===== src/rtl/nibble_code_lock.sv =====
// nibble_code_lock: digit-by-digit code entry lock with fail counting and timed lockout.
// Optional CODE_LOCK_AUTO_RELOCK_EN relocks after UNLOCK_TIMEOUT idle cycles in UNLOCKED.
module nibble_code_lock #(
  parameter int DIGITS = 4,
  parameter logic [DIGITS*4-1:0] RESET_CODE = 16'h1234,
  parameter int MAX_FAILS = 3,
  parameter int LOCKOUT_CYCLES = 16,
  parameter int UNLOCK_TIMEOUT = 32
) (
  input  logic                clk,
  input  logic                rst_n,
  input  logic [3:0]          din,
  input  logic                din_valid,
  input  logic                clear,
  input  logic                relock,
  input  logic                load_code,
  input  logic [DIGITS*4-1:0] code_in,
  output logic                unlocked,
  output logic                locked_out,
  output logic                fail_pulse,
  output logic [2:0]          digit_idx,
  output logic [2:0]          fail_cnt
);
  // state bits double as the unlocked/locked_out flops
  localparam logic [1:0] ENTRY = 2'b00, UNLOCKED = 2'b01, LOCKOUT = 2'b10;
  localparam int TW = $clog2(LOCKOUT_CYCLES + 1);
  localparam logic [2:0] LAST = 3'(DIGITS - 1);
  localparam logic [2:0] MAXF = 3'(MAX_FAILS);
  logic [1:0] state;
  logic [DIGITS*4-1:0] code;
  logic [TW-1:0] timer;
  logic mismatch;
  logic digit_miss;
`ifdef CODE_LOCK_AUTO_RELOCK_EN
  localparam int RW = $clog2(UNLOCK_TIMEOUT + 1);
  logic [RW-1:0] idle_cnt;
`endif
  assign digit_miss = din != code[{digit_idx, 2'b00} +: 4];
  assign unlocked = state[0];
  assign locked_out = state[1];
  always_ff @(posedge clk or negedge rst_n)
    if (!rst_n) begin
      state <= ENTRY;
      code <= RESET_CODE;
      digit_idx <= '0;
      mismatch <= 1'b0;
      fail_cnt <= '0;
      timer <= '0;
      fail_pulse <= 1'b0;
`ifdef CODE_LOCK_AUTO_RELOCK_EN
      idle_cnt <= '0;
`endif
    end else begin
      fail_pulse <= 1'b0;
      if (state == ENTRY) begin
        if (clear) begin
          digit_idx <= '0;
          mismatch <= 1'b0;
        end else if (din_valid) begin
          if (digit_idx == LAST) begin
            digit_idx <= '0;
            mismatch <= 1'b0;
            if (!mismatch && !digit_miss) begin
              state <= UNLOCKED;
              fail_cnt <= '0;
`ifdef CODE_LOCK_AUTO_RELOCK_EN
              idle_cnt <= '0;
`endif
            end else begin
              fail_pulse <= 1'b1;
              fail_cnt <= fail_cnt + 3'd1;
              if (fail_cnt + 3'd1 == MAXF) begin
                state <= LOCKOUT;
                timer <= TW'(LOCKOUT_CYCLES);
              end
            end
          end else begin
            mismatch <= mismatch | digit_miss;
            digit_idx <= digit_idx + 3'd1;
          end
        end
      end else if (state == UNLOCKED) begin
        if (load_code) code <= code_in;
`ifdef CODE_LOCK_AUTO_RELOCK_EN
        idle_cnt <= load_code ? '0 : idle_cnt + RW'(1);
        if (relock || (!load_code && idle_cnt == RW'(UNLOCK_TIMEOUT - 1))) begin
`else
        if (relock) begin
`endif
          state <= ENTRY;
          digit_idx <= '0;
        end
      end else begin
        if (timer == TW'(1)) begin
          state <= ENTRY;
          fail_cnt <= '0;
          timer <= '0;
        end else begin
          timer <= timer - TW'(1);
        end
      end
    end
endmodule


===== config.mk =====
export PLATFORM = sky130hd
export DESIGN_NAME = nibble_code_lock
export DESIGN_NICKNAME = d
export VERILOG_FILES = /design/src/rtl/nibble_code_lock.sv
export SDC_FILE = /design/constraint.sdc
export NUM_CORES = 1
export LEC_CHECK = 0
export ABC_CLOCK_PERIOD_IN_PS = 2240
export CAP_MARGIN = 20
export CELL_PAD_IN_SITES_DETAIL_PLACEMENT = 0
export CELL_PAD_IN_SITES_GLOBAL_PLACEMENT = 2
export CORE_MARGIN = 1.5
export CORE_UTILIZATION = 29
export DETAILED_ROUTE_END_ITERATION = 10
export GPL_TIMING_DRIVEN = 0
export MAX_ROUTING_LAYER = met4
export PLACE_DENSITY = 0.78
export SLEW_MARGIN = 30
export SYNTH_ARGS = -nofsm -noshare
export SYNTH_HDL_FRONTEND = slang
export SYNTH_SLANG_ARGS = --single-unit

===== constraint.sdc =====
create_clock -name clk -period 2.24 [get_ports clk]
set_clock_uncertainty 0.05 [all_clocks]
set_input_delay 0.56 -clock clk [delete_from_list [all_inputs] [get_ports clk]]
set_output_delay 0.56 -clock clk [all_outputs]
set_load 0.1 [all_outputs]

==> metrics <==
status=finished, final reports clean; top-area cell type share of the netlist area=39.5%; ANT nets after route=0; final wirelength=3890 um; Net Count, Synth=173; Pwr per Cell Area=622 mW/mm^2; Die Wd=78.4 um; Final Cycle Share=99.8%; ratio of cells with drive above 1 in the final layout=33.9%; clock share of power=29.2%; Tmin final=2240 ps; largest net degree at the start of global routing=28; maxcap violations=0; Synth cell types=40; most common library cells after synthesis=dfrtp_1, mux2_2, nand2_1; Vias per Instance=4.91; root buf cell=clkbuf_8; dpl cells=249; critical path fanouts, max=4; CP startpoint=digit_idx[0]; fmax=447 MHz; Sw Pwr=0.487 mW; switching share of power=33.8%; Top FF cell, synth=dfrtp_1; class of the tightest hold or removal check=input pin to async pin; Comb power frac=26.6%; CP Capture Type=register; top-count cell post-synth=dfrtp_1; Final Max Slew Viols=0; DR WL/cell=14.7 um; cell taking the most area after synthesis=dfrtp_1; via count=1297; Clock Latency Late Sink=280 ps; leak pwr=1.03 nW; global route hottest layer=met2; Port Buffer Count=34; Synth Register Bits=31; required time worst endpoint=2350 ps; Startpoint Class=register; RSZ-0062 raised after global routing=yes; post-DP HPWL=2740 um; drt pass-1 iters=4; met3 Use GR=3.14%; cts bufs inserted=5; setup violators final=0; worst flop-to-flop path endpoint=fail_cnt[0]; diode count=0; # IOs=35; die area=0.00614 mm^2; reg2reg path depth=7; Worst Max-Slew Pin Slew=955 ps; nets=222; Yosys Warn Count=0; asr flop ratio synth=100%; Filler cells=519; initial antenna violation count=0; All-Layer GR Usage=14.3%; Critical R2R Launch=digit_idx[0]; synthesized area per cell=11.6 um^2; Slew HR=36.6%; wire length of the first global-routing pass=6620 um; Non-Filler Instances=264; Syn Inst Count=142; top post-synthesis cells by area=dfrtp_1, mux2_2, dfstp_2; placer congestion estimate=0.825; Worst-path clk slew=70 ps; Max IR drop VDD=0.334 mV; Row Count=27; cts hold-fix bufs=0; sequential share of the synthesized area=47.5%; Starting Density=29.9%; number of synthesized flops with an enable pin=0; core area=0.00551 mm^2; CTS tree=yes; CTS H-tree lvls=2; CP Class=register to register; clock sink count=31; vias in the first global route=1374; Crit path arrival time=2350 ps; register share of total power=44.2%; gr ovfl total=0; clk buf depth=2; grt met1 use=17.6%; Pint=0.954 mW; Iteration-0 DRC Markers=53; synthesized cell area=0.00165 mm^2; Die H=78.4 um; DRC=0; met2 global-route usage=23.6%; CP endpoint=fail_cnt[0]; r2r setup slk=4 ps; power consumption=1.44 mW; Area Growth Syn to Fin=40.8%; Hold Fails Final Rpt=0
[layout make-up]
| type | instances | area, um^2 | area share, % |
|---|---|---|---|
| buffer | 3 | 12.5 | 0.540 |
| multi-input combinational | 100 | 881 | 38.0 |
| inverter | 7 | 26.3 | 1.13 |
| clock inverter | 1 | 5.00 | 0.216 |
| timing repair buffer | 43 | 439 | 18.9 |
| tap | 72 | 90.1 | 3.89 |
| clock buffer | 7 | 76.3 | 3.29 |
| sequential | 31 | 788 | 34.0 |
[critical path, cell delays in order, from the launching register on]
cell and delay (ps):
dfrtp_4 460, mux4_2 530, mux2_4 310, a211o_1 280, nor3_4 160, buf_6 130, clkbuf_16 130, o31ai_2 60
[worst min path at each step]
stage	end	slack, ps	depth (start not counted)
final	fail_cnt[2]	40	1
after global routing	fail_cnt[0]	30	1
after CTS	fail_cnt[2]	30	1
after detailed placement	fail_cnt[2]	340	1
after global placement	code[8]	430	1
after floorplan	code[0]	210	0
[what timing repair did]
action,in CTS,in global routing
gates resized for setup,18,19
buffers inserted,5,2
endpoints found under the hold margin,0,0
gates cloned,0,1
pin swaps,3,3
endpoints found under the setup margin,19,25
[logic make-up (layout without fill, tap and decap cells)]
logic type                 Yosys count  in the layout  share of synthesized area, %
AOI/OAI and AO/OA                   30             30                          12.9
adders and majority gates            5              5                          3.80
DFF                                 31             31                          47.5
muxes                               24             24                          19.0
and+or+nand+nor                     40             40                          13.3
xor gates and xnor gates             1              1                         0.532
buffers and inverters               11             61                          2.96
[flip-flops by register name, summed over array words and instances, names as in the netlist]
name	cells
fail_cnt	3
mismatch	1
digit_idx	3
code	16
timer	5
state	2
fail_pulse	1
[layer usage]
layer / vias to the layer above / wire length (um)
li1: 620 / -
met1: 637 / 1660
met2: 36 / 2010
met3: 4 / 182
met4: 0 / 30
met5: - / 0
[layout by cell type (no fill, tap or decap), drive strengths merged, types with 4 or more instances in the layout]
master	count
clkdlybuf4s50	24
ha	5
dfstp	5
nand2	10
nor2	8
dlygate4sd2	4
inv	7
dfrtp	26
nand2b	7
mux2	19
a21oi	4
clkbuf	14
o21ai	8
buf	9
o31ai	4
[stage by stage]
stage / cell area, um^2 / TNS, ps / utilization (%) / hold WS, ps / worst slack [ps]
after floorplan: 1670 / -1820 / - / 214 / -187
final: 2320 / 0 / 42.1 / 40.1 / 4.19
after global placement: 2100 / -4410 / 38.1 / 430 / -256
after detailed placement: 2110 / -2760 / 38.3 / 341 / -169
after CTS: 2240 / -860 / 40.7 / 34.7 / -99.8
after global routing: 2320 / -389 / 42.1 / 29.5 / -62.7
[power by group through the flow]
stage          clock, mW  combinational, mW  sequential [mW]
3_5_place_dp           0              0.369            0.641
5_1_grt            0.471              0.409            0.643
6_report           0.422              0.384            0.637
3_3_place_gp           0              0.360            0.640
4_1_cts            0.440              0.381            0.631
2_1_floorplan          0              0.117            0.762
No activity file was read; power rests on OpenSTA's default activity.
